`config.mk`:
```
export PLATFORM = sky130hd
export DESIGN_NAME = ofmap_serializer
export DESIGN_NICKNAME = d
export VERILOG_FILES = /design/src/rtl/ofmap_serializer.sv
export SDC_FILE = /design/constraint.sdc
export NUM_CORES = 1
export LEC_CHECK = 0
export ABC_CLOCK_PERIOD_IN_PS = 6900
export CORE_ASPECT_RATIO = 2
export CORE_UTILIZATION = 40
export CTS_BUF_LIST = sky130_fd_sc_hd__clkbuf_4
export DETAILED_ROUTE_END_ITERATION = 10
export GPL_TIMING_DRIVEN = 0
export PLACE_DENSITY = 0.75
export SYNTH_ARGS = -nofsm -noshare
export SYNTH_HDL_FRONTEND = slang
export SYNTH_SLANG_ARGS = --single-unit
```
`constraint.sdc`:
```
create_clock -name clk -period 6.9 [get_ports clk]
set_clock_uncertainty 0.2 [all_clocks]
set_input_delay 0.69 -clock clk [delete_from_list [all_inputs] [get_ports clk]]
set_output_delay 0.69 -clock clk [all_outputs]
set_load 0.02 [all_outputs]
```
`src/rtl/ofmap_serializer.sv`:
```
// rtl/ofmap_serializer.sv - serializes a NUM_INPUTS-lane ReLU output vector into one value per beat
// Also counts zero-valued output beats (saturating) for sparsity statistics.
module ofmap_serializer #(
  parameter int DATA_WIDTH = 16,
  parameter int NUM_INPUTS = 4,
  parameter int CNT_WIDTH  = 16
) (
  input  logic                             clk,
  input  logic                             reset,
  input  logic [NUM_INPUTS*DATA_WIDTH-1:0] in_data,
  input  logic                             in_valid,
  input  logic                             in_last,
  output logic                             in_ready,
  output logic [DATA_WIDTH-1:0]            out_data,
  output logic                             out_valid,
  output logic                             out_last,
  input  logic                             out_ready,
  input  logic                             stat_clear,
  output logic [CNT_WIDTH-1:0]             zero_cnt
);

  localparam int IDX_W = $clog2(NUM_INPUTS);
  localparam logic [IDX_W-1:0] LAST_IDX = IDX_W'(NUM_INPUTS - 1);

  typedef enum logic {
    IDLE = 1'b0,
    BUSY = 1'b1
  } state_t;

  state_t                           state_q, state_d;
  logic [IDX_W-1:0]                 idx_q, idx_d;
  logic [NUM_INPUTS*DATA_WIDTH-1:0] vec_q, vec_d;
  logic                             last_q, last_d;
  logic [CNT_WIDTH-1:0]             cnt_q, cnt_d;
  logic                             at_last;
  logic                             in_fire;
  logic                             out_fire;

  always_ff @(posedge clk or posedge reset) begin
    if (reset) begin
      state_q <= IDLE;
      idx_q   <= '0;
      vec_q   <= '0;
      last_q  <= 1'b0;
      cnt_q   <= '0;
    end else begin
      state_q <= state_d;
      idx_q   <= idx_d;
      vec_q   <= vec_d;
      last_q  <= last_d;
      cnt_q   <= cnt_d;
    end
  end

  always_comb begin
    state_d   = state_q;
    idx_d     = idx_q;
    vec_d     = vec_q;
    last_d    = last_q;
    in_ready  = 1'b0;
    out_valid = 1'b0;
    out_data  = '0;
    out_last  = 1'b0;
    at_last   = (idx_q == LAST_IDX);

    case (state_q)
      IDLE: in_ready = 1'b1;
      BUSY: begin
        out_valid = 1'b1;
        out_data  = vec_q[idx_q*DATA_WIDTH +: DATA_WIDTH];
        out_last  = at_last & last_q;
        // Reload on the final beat so a continuous stream has no bubble.
        in_ready  = at_last & out_ready;
      end
    endcase

    in_fire  = in_valid & in_ready;
    out_fire = out_valid & out_ready;

    if (in_fire) begin
      state_d = BUSY;
      idx_d   = '0;
      vec_d   = in_data;
      last_d  = in_last;
    end else if (out_fire) begin
      if (at_last) state_d = IDLE;
      else         idx_d   = idx_q + 1'b1;
    end
  end

  always_comb begin
    cnt_d = cnt_q;
    if (stat_clear)
      cnt_d = '0;
    else if (out_fire && (out_data == '0) && (cnt_q != '1))
      cnt_d = cnt_q + 1'b1;
  end

  assign zero_cnt = cnt_q;

endmodule

```
# --- Yosys cells after proc, flatten, opt, wreduce, memory -nomap -nowiden ---
# Index checks and enable logic that the tools add are counted.
totals:
  reg_bits: 84
  in_bits: 70
  output_inout_bits: 35
  word_cells: 36
classes:
  add_sub_neg: 2
  eq_ne: 3
  n_shift: 1
  mux: 12
  bitwise: 5
  n_reduce_logical: 8
ops:
  columns: ["cell", "n"]
  rows:
  - ["indexed part select 64 x 7 -> 16 bit", 1]
  - ["2-to-1 mux 16 bit", 3]
  - ["adder 16 x 1 -> 16 bit (second input constant)", 1]
  - ["zero test 16 bit", 1]
  - ["!= test 16 bit (second input constant)", 1]
  - ["2-to-1 mux 2 bit", 3]
  - ["nonzero test 2 bit", 3]
  - ["2-to-1 mux 1 bit", 5]
  - ["bitwise AND 1 bit", 4]
  - ["AND reduction 2 bit", 2]
  - ["adder 2 x 1 -> 2 bit (second input constant)", 1]
  - ["== test 2 bit (second input constant)", 1]
  - ["logical AND 1 bit", 2]
  - ["!= test 2 x 1 -> 1 bit (second input constant)", 1]
  - ["one-hot mux 1 bit (2 select lines)", 1]
  - ["NOT 1 bit", 1]

# --- Logic depth before layout (Yosys ltp) ---
# Gate-level depths: netlist of run 1.
logic_depth:
  word_depth: 7
  ltp_mapped: 9
  mapped_depth_nobuf: 5

# --- Least setup slack after synthesis of run 1 ---
# OpenSTA, ideal clock, no wires.
synth_path:
  path_type: "register to register"
  from: "reg idx_q[1]"
  to: "reg cnt_q[4] (netlist: zero_cnt[4])"
  t_arrival_ns: 2.455
  required_ns: 6.622
  path_slack_ns: 4.167
  path_stages_with_launch: 9
  n_path_buf: 3
  synth_period_minus_slack_ns: 2.733
  path_cell_list: "dfrtp_1 buf_2 clkbuf_1 mux4_1 nor4_4 nand4_4 buf_6 or4_1 a21oi_1"
synth_between:
  elab_chain_len: 6
synth_lines:
  columns: ["item", "line", "source"]
  rows:
  - ["start: declaration", "31", "logic [IDX_W-1:0] idx_q, idx_d;"]
  - ["start signal: assignment", "48", "idx_q <= idx_d;"]
  - ["indexed part select 64 x 7 -> 16 bit", "70", "out_data = vec_q[idx_q*DATA_WIDTH +: DATA_WIDTH];"]
  - ["2-to-1 mux 16 bit", "66", "case (state_q)"]
  - ["zero test 16 bit", "95", "else if (out_fire && (out_data == '0) && (cnt_q != '1))"]
  - ["logical AND 1 bit (2 in a row)", "95", null]
  - ["nonzero test 2 bit (no source line)", null, null]
  - ["end signal: assignment", "51", "cnt_q <= cnt_d;"]
  - ["end: declaration", "34", "logic [CNT_WIDTH-1:0] cnt_q, cnt_d;"]
# No other way between the ends.
# A chain may end at the register's enable or synchronous reset.

# --- Final worst setup path of run 1 ---
layout_path:
  from: "reg idx_q[1]"
  to: "out out_data[10]"
layout_between:
  elab_chain_len: 2
layout_lines:
  columns: ["item", "line", "source"]
  rows:
  - ["indexed part select 64 x 7 -> 16 bit", "70", null]
  - ["2-to-1 mux 16 bit", "66", null]
  - ["end: declaration", "14", "output logic [DATA_WIDTH-1:0] out_data,"]
# No other way between the ends.

==> insert_results.sql, run 1 <==
INSERT INTO impl_metrics (metric_group, metric, value, unit) VALUES
('placement', 'routabilityCongestion', '0.912', ''),
('global_routing', 'pin_count_of_the_biggest_net_entering_global_routing', '64', ''),
('setup_path', 'cp_data_required_time', '6.01', 'ns'),
('placement', 'io_port_bufs', '103', ''),
('yosys', 'synth-main-ff-cell', 'dfrtp_1', ''),
('power_and_ir_drop', 'comb_power_share', '54.2', '%'),
('cts', 'hold_buffers', '0', ''),
('cts', 'ctsResizeCount', '0', ''),
('power_and_ir_drop', 'power.switching', '872', 'uW'),
('yosys', 'multiplexer_share_of_the_synthesized_area', '27.2', '%'),
('power_and_ir_drop', 'clock_power_share', '11.6', '%'),
('final_layout', 'postLayoutCoreUtil', '54.5', '%'),
('setup_path', 'rrSetupSlack', '3.54', 'ns'),
('timing', 'fin_tns_setup', '0', 'ns'),
('yosys', 'synth.net_count', '386', ''),
('setup_path', 'crit_arrival', '2.87', 'ns'),
('global_routing', 'grt_first_pass_wirelength', '17800', 'um'),
('cts', 'cts_tree', 'done', ''),
('cts', 'clkSlewWorstSetupHoldPaths', '0.12', 'ns'),
('timing', 'rsz_0062_raised_after_global_routing', 'no', ''),
('setup_path', 'critical_path.endpoint_type', 'output pin', ''),
('routing', 'initial_drt_pass_iterations', '4', ''),
('min_path', 'worstHoldStart', 'vec_q[37]$_DFFE_PP0P_', ''),
('yosys', 'synth.ff_latch_count', '84', ''),
('floorplan', 'die_area', '0.0109', 'mm^2'),
('timing', 'final.period_utilization', '54.5', '%'),
('yosys', 'syn-instance-count', '314', ''),
('timing', 'tightestPinTransition', '0.733', 'ns'),
('power_and_ir_drop', 'power_leakage', '0.00221', 'uW'),
('setup_path', 'critical_path.startpoint', 'idx_q[1]$_DFFE_PP0P_', ''),
('cts', 'htree_num_levels', '3', ''),
('yosys', 'synth-seq-area-share', '50.3', '%'),
('yosys', 'synth.avg_cell_area', '13.3', 'um^2'),
('yosys', 'synthesis.yosys.warnings', '0', ''),
('min_path', 'holdPathStages', '1', ''),
('cts', 'cts_buf_count', '9', ''),
('timing', 'fmax', '266', 'MHz'),
('final_layout', 'layout.cells.most_common', 'clkdlybuf4s50_1', ''),
('final_layout', 'syn2layout_area_growth', '32.5', '%'),
('min_path', 'hold_path_class', 'flop to flop', ''),
('placement', 'pre_cts_ws', '3.56', 'ns'),
('routing', 'finalWirelength', '11000', 'um'),
('routing', 'vias', '3136', ''),
('power_and_ir_drop', 'sequentialPowerShare', '34.1', '%'),
('cts', 'cts-root-to-sink-buffers', '2', ''),
('routing', 'viasPerCell', '5.51', ''),
('setup_path', 'r2r-end', 'zero_cnt[2]$_DFFE_PP0P_', ''),
('global_routing', 'grt_overflow_total', '0', ''),
('floorplan', 'floorplan.initialDensity', '41.2', '%'),
('power_and_ir_drop', 'power.density', '418', 'mW/mm^2'),
('timing', 'report.final.hold_viol_count', '0', ''),
('cts', 'clock-root-buffer', 'clkbuf_4', ''),
('cts', 'insertion_delay', '0.43', 'ns'),
('cts', 'cts_setup_buffers', '0', ''),
('timing', 'hold_ws', '0.311', 'ns'),
('power_and_ir_drop', 'cellInternalPower', '1440', 'uW'),
('global_routing', 'grt_use_total', '22.5', '%'),
('yosys', 'synth_fa_ha_area_share', '0.599', '%'),
('yosys', 'synthArstFlopShare', '100', '%'),
('power_and_ir_drop', 'swShare', '37.6', '%'),
('routing', 'drc', '0', ''),
('timing', 'timing.final.max_slew_violations', '0', ''),
('floorplan', 'chipHeight', '147', 'um'),
('yosys', 'combinational_family_with_the_most_area_after_synthesis', 'multiplexers', ''),
('final_layout', 'design.final.nets', '501', ''),
('placement', 'place_area', '0.00541', 'mm^2'),
('run_status', 'outcome', 'completed', ''),
('global_routing', 'antenna_violations_before_repair', '1', ''),
('yosys', 'synth.cell_area', '0.00418', 'mm^2'),
('timing', 'final-setup-viol-count', '0', ''),
('setup_path', 'startpoint_type', 'flop', '');
worst max-delay path, cell delays in order (launching register included):
cell	delay (ns)
dfrtp_1	0.37
buf_2	0.27
clkbuf_1	0.53
mux4_1	0.50
and2_1	0.22
clkdlybuf4s50_1	0.53
flip-flops by register name, indices dropped and copies added (netlist names):
name	cells
zero_cnt	16
vec_q	64
idx_q	2
last_q	1
state_q	1
cells in the mapped netlist (7+ instances only):
cell	count	area [um^2]
inv_1	7	26.3
clkbuf_1	13	48.8
o31ai_1	10	75.1
or4_1	10	75.1
mux2_2	65	732
and2_1	15	93.8
nand2_1	12	45.0
mux4_2	13	293
a21oi_1	13	65.1
dfrtp_1	84	2100
power groups by stage:
stage | logic (uW) | registers (uW) | clock network, uW
detailed placement | 1260 | 802 | 0
global placement | 1240 | 783 | 0
finish | 1260 | 790 | 270
floorplan | 851 | 761 | 0
global route | 1350 | 813 | 299
CTS | 1270 | 790 | 278
worst max-delay path by stage:
stage,slack (ns),end
5_1_grt,3.00,out_data[10]
4_1_cts,3.12,out_data[10]
6_report,3.14,out_data[10]
3_5_place_dp,3.56,zero_cnt[2]$_DFFE_PP0P_
3_3_place_gp,2.55,vec_q[37]$_DFFE_PP0P_
2_1_floorplan,3.84,idx_q[0]$_DFFE_PP0P_
layout make-up:
cell class                      instances  area, um^2
Tap cell                              135         169
Multi-Input combinational cell        205        1950
Inverter                                7        28.8
Clock inverter                          4        41.3
Antenna cell                            1        2.50
Fill cell                             925        4610
Buffer                                 18         100
Sequential cell                        84        2100
Timing Repair Buffer                  104        1060
Clock buffer                           11        82.6
routing by layer:
layer	track usage (%)	vias to the layer above	wire, um
met5	0	-	0
met3	4.49	22	472
met1	24.1	1580	3870
li1	-	1415	-
met2	41.0	119	6350
met4	9.62	0	331
cells by family after synthesis:
kind of cell    after synthesis
simple gates                 83
mux                          84
fa+ha+maj                     2
flops                        84
compound gates               36
buf+inv                      25
metrics by stage:
stage | std cells | power, uW
CTS | 568 | 2330
detailed placement | 553 | 2060
global route | 569 | 2460
finish | 569 | 2320
floorplan | 314 | 1610
global placement | 552 | 2020
Note: power is estimated with default switching activity, not from simulation.
==> run 2: changes to the inputs <==
- ABC_CLOCK_PERIOD_IN_PS: 6900 -> 3750
- clock period: 6.9 -> 3.75 ns (I/O delays scaled with it)
==> results of run 2 <==
Same layout as run 1 (identical final DEF). Status: completed.
Main changes from that run: setup slack after placement 3.56 ns -> 0.409 ns; clock-pin slew on the worst setup and hold paths 0.12 ns -> 0.13 ns; setup slack after layout 3.14 ns -> 0.306 ns; hold slack 0.311 ns -> 0.0305 ns; register-to-register setup slack 3.54 ns -> 0.39 ns; total power 2320 uW -> 4260 uW; worst IR drop on VDD 300 uV -> 551 uV
==> variant 1, RTL diff (flow settings as in run 2) <==
Put one more register stage on the output `zero_cnt`. The value now appears one clock later. The other outputs are not delayed to match.
--- a/src/rtl/ofmap_serializer.sv
+++ b/src/rtl/ofmap_serializer.sv
@@ -96,7 +96,9 @@
       cnt_d = cnt_q + 1'b1;
   end
 
-  assign zero_cnt = cnt_q;
+  always_ff @(posedge clk) begin
+    zero_cnt <= cnt_q;
+  end
 
 endmodule
 
Formal check against the unedited RTL: not equivalent (a bounded check fails within 4 cycles, from zero or initial values and one cycle with reset high).
==> variant 1 against run 2 <==
Combinational power shrank 12%. Power shrank 2.2%. Hold slack gained 200 ps. Setup slack gained 40 ps. Via count shrank 5.3%. Synthesized area grew 4.7%. Design area grew 3.8%. Cell count grew 0.70%. Sequential cell count grew 16. Wire length shrank 4.8%. Critical path type unchanged.
==> variant 1: results <==
group,metric,value,unit
outcome,outcome,"complete, no violations",
logic_synthesis,synthesized_net_count,384,
placement,dp.cells,554,
grt,globalRouteMet3Util,3.05,%
placement,postPlaceCellArea,0.00562,mm²
layout,layoutNonFillerInstCount,573,
route,dr_vias,2969,
worst_setup_path,worst_ep_arrival_time,2830,ps
timing,holdWs,233,ps
grt,grt_start_max_net_pins,68,
logic_synthesis,synth_cell_types,37,
grt,grt_pass1_vias,3257,
worst_setup_path,critical-path-max-stage-delay,550,ps
layout,fillerInstances,875,
route,wl_per_cell,18.3,µm
grt,groute.layer.met2.usage,36.6,%
timing,final.setup.worst_slack,346,ps
power,leakagePower,2.34,nW
power,share_clk_of_total_power,11.9,%
logic_synthesis,synthTopCellsByCount,"84 x sky130_fd_sc_hd__dfrtp_1, 65 x sky130_fd_sc_hd__mux2_2, 18 x sky130_fd_sc_hd__nor2_1",
grt,grt_first_pass_wirelength,16600,µm
logic_synthesis,async_reset_ff_share,84.0,%
logic_synthesis,post_synth_main_area_contributors,"sky130_fd_sc_hd__dfrtp_1 48%, sky130_fd_sc_hd__mux2_2 17%, sky130_fd_sc_hd__mux4_2 8.2%, sky130_fd_sc_hd__dfxtp_1 7.3%, sky130_fd_sc_hd__and2_1 2.3%",
power,post-layout-total-power,0.00417,W
grt,global_route.usage.met1,19.9,%
route,met2_length,5980,µm
grt,antenna_found_initial,2,
placement,detailedPlacementHpwl,8050,µm
power,p_comb_share,48.9,%
power,power.share.switching,34.4,%
worst_setup_path,crit-reg2reg-capture,"cnt_q[12]",
route,route.layer.met1.wl,3640,µm
worst_setup_path,cp-endpoint,"out_data[6]",
grt,grt_use_total,19.7,%
route,route.met3.wl,301,µm
clock_tree,latest_clock_arrival_within_the_worst_skew_pair,450,ps
placement,post-place-ws,445,ps
[variant 1: final cells by class]
class	count	area [µm²]	area share, %
multi-input cells	189	1840	32.1
well taps	137	171	2.98
diodes	2	5.00	0.0871
plain buffers	16	83.8	1.46
flip-flops and latches	100	2420	42.2
repair buffers	106	1080	18.8
clock buffers	13	97.6	1.70
inverters	7	28.8	0.501
clock inverters	3	13.8	0.240
[variant 1: what timing repair did]
| item | CTS | global route |
|---|---|---|
| hold buffers | 1 | 0 |
| setup endpoints to repair | 0 | 0 |
| hold endpoints to repair | 17 | 0 |
[variant 1: kinds of logic (layout without fill, tap and decap cells)]
logic type                 after synthesis  count (layout)  share of synthesized area (%)
AOI/OAI and AO/OA                       15              15                           2.77
xor gates and xnor gates                 6               6                           1.20
adders and majority gates                2               2                          0.572
buffers and inverters                   23             145                           2.52
DFF                                    100             100                           55.4
muxes                                   87              87                           26.5
other                                    0               2                              0
and+or+nand+nor                         79              79                           11.1
==> variant 2, RTL diff (settings of run 2) <==
Made on the original files. `NUM_INPUTS`: 4 -> 2.
--- a/src/rtl/ofmap_serializer.sv
+++ b/src/rtl/ofmap_serializer.sv
@@ -2,7 +2,7 @@
 // Also counts zero-valued output beats (saturating) for sparsity statistics.
 module ofmap_serializer #(
   parameter int DATA_WIDTH = 16,
-  parameter int NUM_INPUTS = 4,
+  parameter int NUM_INPUTS = 2,
   parameter int CNT_WIDTH  = 16
 ) (
   input  logic                             clk,
Ports: changed (resized in_data); port bits go from 105 to 73. The function was not compared with the original's and may differ.
==> variant 2 against run 2 <==
Core utilization is 0.36 points higher. Combinational power is 51% lower. Critical endpoint is now out_data[12]. First-iteration DRC count is 69% lower. Power is 47% lower. Register-to-register slack better by 620 ps. Synthesized area is 35% lower. Wire length is 37% lower. Critical path depth is 1 higher. Global-route usage is 0.85 points lower. Setup slack better by 100 ps. Design area is 34% lower. Sequential cell count is 33 lower. Critical path type unchanged.
==> variant 2: results <==
group,metric,value,unit
route,route.met3.wl,236,µm
logic_synthesis,post_synth_fa_ha_maj_area_fraction,0.457,%
worst_setup_path,worst_ep_arrival_time,2770,ps
grt,global_route.usage.met1,23.9,%
layout,fin_nets,365,
logic_synthesis,synth_cells,246,
logic_synthesis,post_synth_main_area_contributors,"sky130_fd_sc_hd__dfrtp_1 47%, sky130_fd_sc_hd__mux2_2 16%, sky130_fd_sc_hd__mux2i_1 6.6%, sky130_fd_sc_hd__nor2b_1 4.8%, sky130_fd_sc_hd__nand4_1 2.5%",
grt,groute.layer.met2.usage,37.8,%
logic_synthesis,synth-seq-area-share,46.7,%
power,max_vdd_drop,0.404,mV
layout,finalInstanceArea,0.00363,mm²
logic_synthesis,synthesized_net_count,285,
worst_setup_path,timing.reg2reg.setup_slack,1010,ps
logic_synthesis,synth_xor_area_share,0.320,%
layout,area_share_clock_buf_inv,1.27,%
timing,post-route-period-util,89.1,%
worst_setup_path,crit_path_slowest_cell,"sky130_fd_sc_hd__clkdlybuf4s50_1",
grt,grt_first_pass_wirelength,11500,µm
grt,grt_pass1_vias,2381,
layout,layout.area.seq,0.00128,mm²
power,leakagePower,1.44,nW
layout,multi_input_gates,178,
logic_synthesis,synth_seq_cells,51,
logic_synthesis,synthTopCellsByCount,"51 x sky130_fd_sc_hd__dfrtp_1, 39 x sky130_fd_sc_hd__mux2_2, 21 x sky130_fd_sc_hd__nor2b_1, 18 x sky130_fd_sc_hd__mux2i_1, 11 x sky130_fd_sc_hd__nand4_1",
grt,globalRouteMet3Util,3.37,%
worst_setup_path,crit_reg_reg_startpoint,"at_last",
placement,io_buffer_count,72,
timing,worstMarginPinSlew,702,ps
clock_tree,htree_levels,2,
layout,clkbuf_count,5,
clock_tree,latest_clock_arrival_within_the_worst_skew_pair,380,ps
route,route.layer.met1.wl,2490,µm
layout,fillerInstances,632,
layout,multi_input_comb_area,0.00137,mm²
worst_setup_path,crit-reg2reg-capture,"zero_cnt[11]",
placement,post-place-ws,833,ps
logic_synthesis,synth_cell_types,34,
route,drt-initial-drc-count,74,
layout,layout-drive-gt1-share,18.1,%
route,post_detailed_route_via_to_cell_ratio,5.51,
worst_setup_path,path_buf_inv,4,
placement,finalWeightedCongestion,0.847,
layout,num-nonclk-buffers,88,
outcome,outcome,"complete, no violations",
layout,utilization,54.9,%
worst_setup_path,cp-endpoint,"out_data[12]",
layout,nonClkBufAreaFrac,22.7,%
grt,grt_use_total,21.6,%
[variant 2: changes by cell type after synthesis, sizes merged, moves of 5 or more]
cell,before,now
inv,7,2
nor2b,3,21
mux2,67,39
dfrtp,84,51
and2,16,0
clkbuf,13,5
buf,5,10
mux4,16,0
mux2i,1,18
[variant 2: worst register-to-register path: stages, from the launching register on]
cell,delay (ps)
sky130_fd_sc_hd__dfrtp_1,370
sky130_fd_sc_hd__buf_6,140
sky130_fd_sc_hd__buf_2,270
sky130_fd_sc_hd__mux2i_1,300
sky130_fd_sc_hd__and3_1,340
sky130_fd_sc_hd__nand2_2,170
sky130_fd_sc_hd__buf_2,230
sky130_fd_sc_hd__nor3_1,260
sky130_fd_sc_hd__mux2_2,370
[variant 2: power by group]
part | total (W) | internal, W | switching [W]
logic | 0.00114 | 0.000583 | 0.000552
clock network | 0.000241 | 0.0000669 | 0.000174
registers | 0.000871 | 0.000732 | 0.000139
